## src/rtl/uart_rx_frame_ctrl.sv

```systemverilog
// uart_rx_frame_ctrl: assembles UART receiver bytes into SYNC/LEN/payload/CSUM
// frames, checks the XOR checksum and streams the payload out over valid/ready.
module uart_rx_frame_ctrl #(
    parameter int unsigned MAX_LEN       = 16,
    parameter logic [7:0]  SYNC_BYTE     = 8'hA5,
    parameter int unsigned TIMEOUT_TICKS = 480
) (
    input  logic       clk,
    input  logic       reset,
    input  logic [7:0] rx_data,
    input  logic       rx_done,
    input  logic       s_tick,
    output logic [7:0] out_data,
    output logic       out_valid,
    output logic       out_last,
    input  logic       out_ready,
    output logic       busy,
    output logic       frame_ok,
    output logic       csum_err,
    output logic       len_err,
    output logic       timeout_err,
    output logic       overrun_err,
    output logic [7:0] frame_count
);

    localparam int unsigned PW = $clog2(MAX_LEN + 1);
    localparam int unsigned TW = $clog2(TIMEOUT_TICKS + 1);

    typedef enum logic [2:0] {StHunt, StLen, StPayload, StCsum, StDrain} state_e;

    state_e          state_q, state_d;
    logic [PW-1:0]   len_q, len_d;
    logic [PW-1:0]   wr_ptr_q, wr_ptr_d;
    logic [PW-1:0]   rd_ptr_q, rd_ptr_d;
    logic [PW-1:0]   rd_nxt;
    logic [7:0]      csum_q, csum_d;
    logic [TW-1:0]   tcnt_q, tcnt_d;
    logic [7:0]      out_data_q, out_data_d;
    logic            out_last_q, out_last_d;
    logic [7:0]      frame_count_q, frame_count_d;
    logic            frame_ok_q, frame_ok_d;
    logic            csum_err_q, csum_err_d;
    logic            len_err_q, len_err_d;
    logic            timeout_err_q, timeout_err_d;
    logic            overrun_err_q, overrun_err_d;
    logic            buf_we;

    // Sized to the full pointer range so every pointer value indexes legally.
    logic [7:0] buf_mem [2**PW];

    // Next-state, datapath and pulse generation.
    always_comb begin
        state_d       = state_q;
        len_d         = len_q;
        wr_ptr_d      = wr_ptr_q;
        rd_ptr_d      = rd_ptr_q;
        csum_d        = csum_q;
        tcnt_d        = tcnt_q;
        out_data_d    = out_data_q;
        out_last_d    = out_last_q;
        frame_count_d = frame_count_q;
        frame_ok_d    = 1'b0;
        csum_err_d    = 1'b0;
        len_err_d     = 1'b0;
        timeout_err_d = 1'b0;
        overrun_err_d = 1'b0;
        buf_we        = 1'b0;
        rd_nxt        = rd_ptr_q + PW'(1);

        // Inter-byte timeout for an open frame; a byte in the same cycle wins.
        if (state_q inside {StLen, StPayload, StCsum}) begin
            if (rx_done) begin
                tcnt_d = '0;
            end else if (s_tick) begin
                if (tcnt_q == TW'(TIMEOUT_TICKS - 1)) begin
                    tcnt_d        = '0;
                    timeout_err_d = 1'b1;
                    state_d       = StHunt;
                end else begin
                    tcnt_d = tcnt_q + TW'(1);
                end
            end
        end else begin
            tcnt_d = '0;
        end

        unique case (state_q)
            StHunt: begin
                if (rx_done && rx_data == SYNC_BYTE) begin
                    csum_d  = '0;
                    state_d = StLen;
                end
            end
            StLen: begin
                if (rx_done) begin
                    if (rx_data == 8'd0 || rx_data > 8'(MAX_LEN)) begin
                        len_err_d = 1'b1;
                        state_d   = StHunt;
                    end else begin
                        len_d    = rx_data[PW-1:0];
                        csum_d   = rx_data;
                        wr_ptr_d = '0;
                        state_d  = StPayload;
                    end
                end
            end
            StPayload: begin
                if (rx_done) begin
                    buf_we   = 1'b1;
                    csum_d   = csum_q ^ rx_data;
                    wr_ptr_d = wr_ptr_q + PW'(1);
                    if (wr_ptr_q == len_q - PW'(1)) begin
                        state_d = StCsum;
                    end
                end
            end
            StCsum: begin
                if (rx_done) begin
                    if (rx_data == csum_q) begin
                        frame_ok_d    = 1'b1;
                        frame_count_d = frame_count_q + 8'd1;
                        rd_ptr_d      = '0;
                        out_data_d    = buf_mem[0];
                        out_last_d    = (len_q == PW'(1));
                        state_d       = StDrain;
                    end else begin
                        csum_err_d = 1'b1;
                        state_d    = StHunt;
                    end
                end
            end
            StDrain: begin
                // The receiver cannot be stalled, so bytes arriving now are lost.
                if (rx_done) begin
                    overrun_err_d = 1'b1;
                end
                if (out_ready) begin
                    if (out_last_q) begin
                        out_data_d = '0;
                        out_last_d = 1'b0;
                        state_d    = StHunt;
                    end else begin
                        rd_ptr_d   = rd_nxt;
                        out_data_d = buf_mem[rd_nxt];
                        out_last_d = (rd_nxt == len_q - PW'(1));
                    end
                end
            end
            default: state_d = StHunt;
        endcase
    end

    // State and registered outputs, synchronous active-low reset.
    always_ff @(posedge clk) begin
        if (!reset) begin
            state_q       <= StHunt;
            len_q         <= '0;
            wr_ptr_q      <= '0;
            rd_ptr_q      <= '0;
            csum_q        <= '0;
            tcnt_q        <= '0;
            out_data_q    <= '0;
            out_last_q    <= 1'b0;
            frame_count_q <= '0;
            frame_ok_q    <= 1'b0;
            csum_err_q    <= 1'b0;
            len_err_q     <= 1'b0;
            timeout_err_q <= 1'b0;
            overrun_err_q <= 1'b0;
        end else begin
            state_q       <= state_d;
            len_q         <= len_d;
            wr_ptr_q      <= wr_ptr_d;
            rd_ptr_q      <= rd_ptr_d;
            csum_q        <= csum_d;
            tcnt_q        <= tcnt_d;
            out_data_q    <= out_data_d;
            out_last_q    <= out_last_d;
            frame_count_q <= frame_count_d;
            frame_ok_q    <= frame_ok_d;
            csum_err_q    <= csum_err_d;
            len_err_q     <= len_err_d;
            timeout_err_q <= timeout_err_d;
            overrun_err_q <= overrun_err_d;
        end
    end

    // Payload buffer write port; contents need no reset.
    always_ff @(posedge clk) begin
        if (buf_we) begin
            buf_mem[wr_ptr_q] <= rx_data;
        end
    end

    assign out_data    = out_data_q;
    assign out_valid   = (state_q == StDrain);
    assign out_last    = out_last_q;
    assign busy        = (state_q != StHunt);
    assign frame_ok    = frame_ok_q;
    assign csum_err    = csum_err_q;
    assign len_err     = len_err_q;
    assign timeout_err = timeout_err_q;
    assign overrun_err = overrun_err_q;
    assign frame_count = frame_count_q;

endmodule

```

## config.mk

```make
export PLATFORM = sky130hd
export DESIGN_NAME = uart_rx_frame_ctrl
export DESIGN_NICKNAME = d
export VERILOG_FILES = /design/src/rtl/uart_rx_frame_ctrl.sv
export SDC_FILE = /design/constraint.sdc
export NUM_CORES = 1
export LEC_CHECK = 0
export ABC_CLOCK_PERIOD_IN_PS = 6400
export BUFFER_PORTS_ARGS = -buffer_cell sky130_fd_sc_hd__buf_4
export CAP_MARGIN = 25
export CORE_AREA = 5 5 161 163
export CTS_BUF_LIST = sky130_fd_sc_hd__clkbuf_16
export DETAILED_ROUTE_END_ITERATION = 10
export DIE_AREA = 0 0 166 168
export PLACE_DENSITY = 0.71
export SYNTH_ARGS = -nofsm -noshare
export SYNTH_HDL_FRONTEND = slang
export SYNTH_SLANG_ARGS = --single-unit
```

## constraint.sdc

```tcl
create_clock -name clk -period 6.4 [get_ports clk]
set_input_delay 0.64 -clock clk [delete_from_list [all_inputs] [get_ports clk]]
set_output_delay 0.64 -clock clk [all_outputs]
set_load 0.01 [all_outputs]
```

Word level (Yosys, flattened, before mapping)
Memory sizes are Yosys's and may differ from the RTL's.
Cells that the tools add are included.
{ "totals": {"ram_bits": 256, "inputBits": 13, "regBits": 57, "output_inout_bits": 24, "word_cells": 111, "n_memories": 1} }
{ "mem_list": {"columns": ["memory", "depth", "word_bits", "rd", "rd_clocked_by_memory_dff", "wr", "line", "text"], "rows": [
  ["buf_mem", 32, 8, 2, 0, 1, "49", "logic [7:0] buf_mem [2**PW];"]
]} }
{ "op_classes": {"n_addsub": 5, "n_lt_le_gt_ge": 1, "n_reduce_logical": 20, "bitwise": 5, "n_eq_ne": 18, "muxes": 47} }
{ "op_table": {"columns": ["cell", "n"], "rows": [
  ["8-bit two-way mux", 8],
  ["3-bit two-way mux", 12],
  ["5-bit two-way mux", 7],
  ["8-bit one-hot mux with 3 select lines", 1],
  ["5-bit one-hot mux with 2 select lines", 2],
  ["8-bit one-hot mux with 2 select lines", 1],
  ["3-bit one-hot mux with 5 select lines", 1],
  ["1-bit two-way mux", 12],
  ["2-bit inequality test (second input constant)", 6],
  ["3-bit AND reduction", 4],
  ["5-bit by 1-bit adder with 5-bit output (second input constant)", 2],
  ["5-bit == test", 2],
  ["5-bit AND reduction", 2],
  ["9-bit by 1-bit adder with 9-bit output (second input constant)", 1],
  ["9-bit == test (second input constant)", 1],
  ["9-bit two-way mux", 1],
  ["3-bit nonzero test", 3],
  ["8-bit by 1-bit adder with 8-bit output (second input constant)", 1],
  ["8-bit == test", 1],
  ["8-bit == test (second input constant)", 1],
  ["8-bit by 5-bit greater-than comparator with 1-bit output (second input constant)", 1],
  ["8-bit logical NOT", 1],
  ["4-bit AND reduction", 2],
  ["8-bit XOR", 1],
  ["other kinds (16)", 22]
]} }

Logic depth before layout (Yosys ltp)
{ "depth": {"word_depth": 8, "ltp_mapped": 8, "ltp_nobuf": 7} }

Worst setup path before layout
Ideal clock, no wire load.
{ "synth_timing": {"path_type": "in2reg", "from": "input rx_data[6]", "to": "register rd_ptr_q[4]", "setup_slack_ps": 4276, "required_ps": 6278, "t_arrival_ps": 2003, "n_path_buf": 0, "setup_time_ps": 122, "cell_stages": 5, "path_cell_list": "xor2_1 > nor4_2 > nand3_1 > a31o_1 > a221o_1"} }
{ "synth_between": {"elab_chain_len": 3} }
{ "synth_rtl": {"columns": ["element", "line", "text"], "rows": [
  ["start, declared", "10", "input logic [7:0] rx_data,"],
  ["8-bit == test", "119", "if (rx_data == csum_q) begin"],
  ["2-bit by 1-bit inequality test with 1-bit output (no source line)", null, null],
  ["5-bit AND reduction (no source line)", null, null],
  ["end signal, assigned", "174", "rd_ptr_q <= rd_ptr_d;"],
  ["end, declared", "34", "logic [PW-1:0] rd_ptr_q, rd_ptr_d;"]
]} }
No other way between the ends.
A chain may end at the register's enable or synchronous reset.

Worst setup path in the final report
{ "layout_timing": {"from": "register rd_ptr_q[0]", "to": "register out_data_q[0], in the netlist out_data[0]"} }
{ "layout_between": {"elab_chain_len": 5} }
{ "layout_rtl": {"columns": ["element", "line", "text"], "rows": [
  ["5-bit by 1-bit adder with 5-bit output", "68", "rd_nxt = rd_ptr_q + PW'(1);"],
  ["memory 32 x 8 bit", null, null],
  ["8-bit two-way mux", "138", "if (out_last_q) begin"],
  ["8-bit two-way mux", "137", "if (out_ready) begin"],
  ["8-bit one-hot mux with 2 select lines", "87", "unique case (state_q)"],
  ["end signal, assigned", "177", "out_data_q <= out_data_d;"],
  ["end, declared", "38", "logic [7:0] out_data_q, out_data_d;"]
]} }
No other way between the ends. The select of a mux whose other input is x is not followed.

==> qor.csv <==
metric,value,unit
worstPathArrival,3880,ps
worst_setup_path_start_kind,flop,
async_flop_share,0,
ctsRootBufferMaster,clkbuf_16,
path_cells,ha_2 > buf_4 > mux4_2 > mux2i_1 > a32oi_1 > a32o_1,
fmax,288.6,MHz
worstSkewPairLatency,520,ps
netlist_area,13140,µm²
clkTransAtPathRegs,60,ps
synth_edf_count,256,
final_nets,903,
leakage,4.724,nW
nFillCells,1830,
post-route-period-util,0.5413,
vias,7518,
cts_resized,0,
hold_path_depth,3,
wl_per_cell,23.51,µm
required,6820,ps
gr-usage-all-layers,0.2088,
syn2layout_area_growth,11.87,%
ant_nets,0,
fp.dieArea,27890,µm²
grt_setup_unrepaired,no,
maxSlewViolCount,0,
syn-num-nets,870,
synthTopCellsByArea,"edfxtp_1 (58%), mux4_2 (11%), dfxtp_1 (8.7%), nand2_1 (2.1%), mux2i_1 (2.1%)",
hold_path_class,input pin to flop,
ys.flop_type,edfxtp_1,
wl,28870,µm
holdBufCountCts,0,
core,24180,µm²
diodes,0,
postCtsSetupRepairBufs,0,
postSynthCellCount,848,
ys_warn_count,0,
seq_area_frac_synth,0.6717,
crit_type,flop to flop,
status,"complete, no violations",
rr_worst_depth,6,
cts_tree,yes,
cts_buffer_depth,3,
min_period,3464,ps
antenna_found_initial,0,
drive_gt1_frac,0.1792,
end_kind,flop,
relSlewSlack,0.3310,
maxCapViolCount,0,
grt-ovfl-total,0,
clock_skew,13.19,ps
synth_common_cells,"edfxtp_1 (256), nand2_1 (73), nor2_1 (69)",
fin_setup_tns,0,ps
die_w,166,µm
dr.pass1.iters,5,
dp_hpwl,17670,µm
drtIter0Drc,681,
ir_drop,208.6,µV
hold_slack,423.3,ps
ys_seq_elements,313,
cp_slowest_cell,ha_2,
synth.distinct_cells,56,
grt_first_pass_wirelength,45190,µm
cts_num_sinks,313,
cpPeakStageDelay,970,ps
finalSetupViolCount,0,
rows,57,
viasPerCell,6.122,
grt_max_degree,45,
postSynthAreaPerCell,15.50,µm²
cts_htree_levels,2,
initial_utilization,0.5437,
yosys.area.top_type,edfxtp_1,
pwr_density_cell,275.3,nW/µm²
synth_top_area_frac,0.5849,
worstMarginPinSlew,1003,ps
drc,0,
die_y,168,µm
cp_max_fo,37,
place_congestion,0.8368,
numCtsBuffers,34,
final-hold-violation-count,0,
grt_pass1_vias,7554,
io_buffers,36,
synth_most_common_cell,edfxtp_1,
io_pins,37,
report_power, final:
group / internal, W / leakage (nW) / switching, W
registers: 0.00220 / 2.76 / 0.0000000265
clock network: 0.00103 / 0.533 / 0.000763
logic: 0.00000947 / 1.43 / 0.0000464
total: 0.00324 / 4.72 / 0.000809
cell type report:
type                            instances  area, µm²  share of cell area
Sequential cell                       313       8832              0.6007
Multi-Input combinational cell        481       4098              0.2787
Clock buffer                           35      875.8             0.05956
Tap cell                              324      405.4             0.02757
Timing Repair Buffer                   41      307.8             0.02093
Clock inverter                         24      147.6             0.01004
Inverter                               10      37.54            0.002553
sequential cells by signal, indices dropped and copies added, names as in the netlist, 3 cells and up:
| signal | cells |
|---|---|
| buf_mem | 256 |
| csum_q | 8 |
| frame_count | 8 |
| len_q | 5 |
| out_data | 8 |
| rd_ptr_q | 5 |
| state_q | 3 |
| tcnt_q | 9 |
| wr_ptr_q | 5 |
worst paths after layout:
path	start	endpoint	slack (ps)
max reg2reg	rd_ptr_q[0]$_SDFFE_PN0P_	out_data[0]$_SDFFE_PN0P_	2940
min reg2reg	csum_q[6]$_SDFFE_PN0P_	csum_q[6]$_SDFFE_PN0P_	490
max	rd_ptr_q[0]$_SDFFE_PN0P_	out_data[0]$_SDFFE_PN0P_	2940
min	s_tick	tcnt_q[1]$_SDFFE_PP0P_	420
logic make-up (layout without fill, tap and decap cells):
logic type,after synthesis,count (layout),synth area share
simple gates,238,238,0.08748
fa+ha+maj,9,9,0.008568
buf+inv,54,110,0.01818
mux,93,93,0.1319
xor+xnor,35,35,0.02475
compound gates,106,106,0.05740
flops,313,313,0.6717
cells in the final DEF (no fill, tap or decap), types with 5 or more instances in the layout:
cell	n
clkbuf_16	35
xnor2_1	12
edfxtp_1	256
dfxtp_1	56
mux4_2	64
nand2_1	73
ha_1	8
o2bb2ai_1	9
a211oi_1	11
a32oi_1	16
a32o_1	8
nand2b_1	6
or3_1	7
o21ai_0	27
a31oi_1	5
nand4_1	19
nor2b_1	6
xor2_1	21
nor2_1	69
inv_1	19
mux2i_1	27
nand3_1	22
a21oi_1	13
and3_1	13
buf_4	40
clkinv_1	9
critical path: cells and delay by family, from the launching register on:
family	cells	cell delay, ps
AO/OA/AOI/OAI	2	430
adder cells (fa/ha/maj)	1	970
buffers and inverters	1	540
flip-flops	1	720
multiplexers	2	650
routing by layer:
| layer | global-route usage | wire, µm | vias to the layer above | share of wire |
|---|---|---|---|---|
| met5 | 0 | 0 | - | 0 |
| met2 | 0.3397 | 13910 | 286 | 0.48 |
| li1 | - | - | 3400 | - |
| met1 | 0.2981 | 12420 | 3779 | 0.43 |
| met4 | 0.05846 | 647 | 0 | 0.022 |
| met3 | 0.03189 | 1892 | 53 | 0.066 |
per-stage QoR:
stage	worst slack (ps)	total power, W	util	area [µm²]	cells
floorplan	4276	0.002256	-	13140	848
global placement	2682	0.002296	0.5655	13670	1168
detailed placement	2600	0.002297	0.5655	13670	1168
CTS	2878	0.004076	0.6079	14700	1227
global route	2679	0.004178	0.6082	14700	1228
finish	2936	0.004048	0.6082	14700	1228
(Power assumes the default switching activity.)
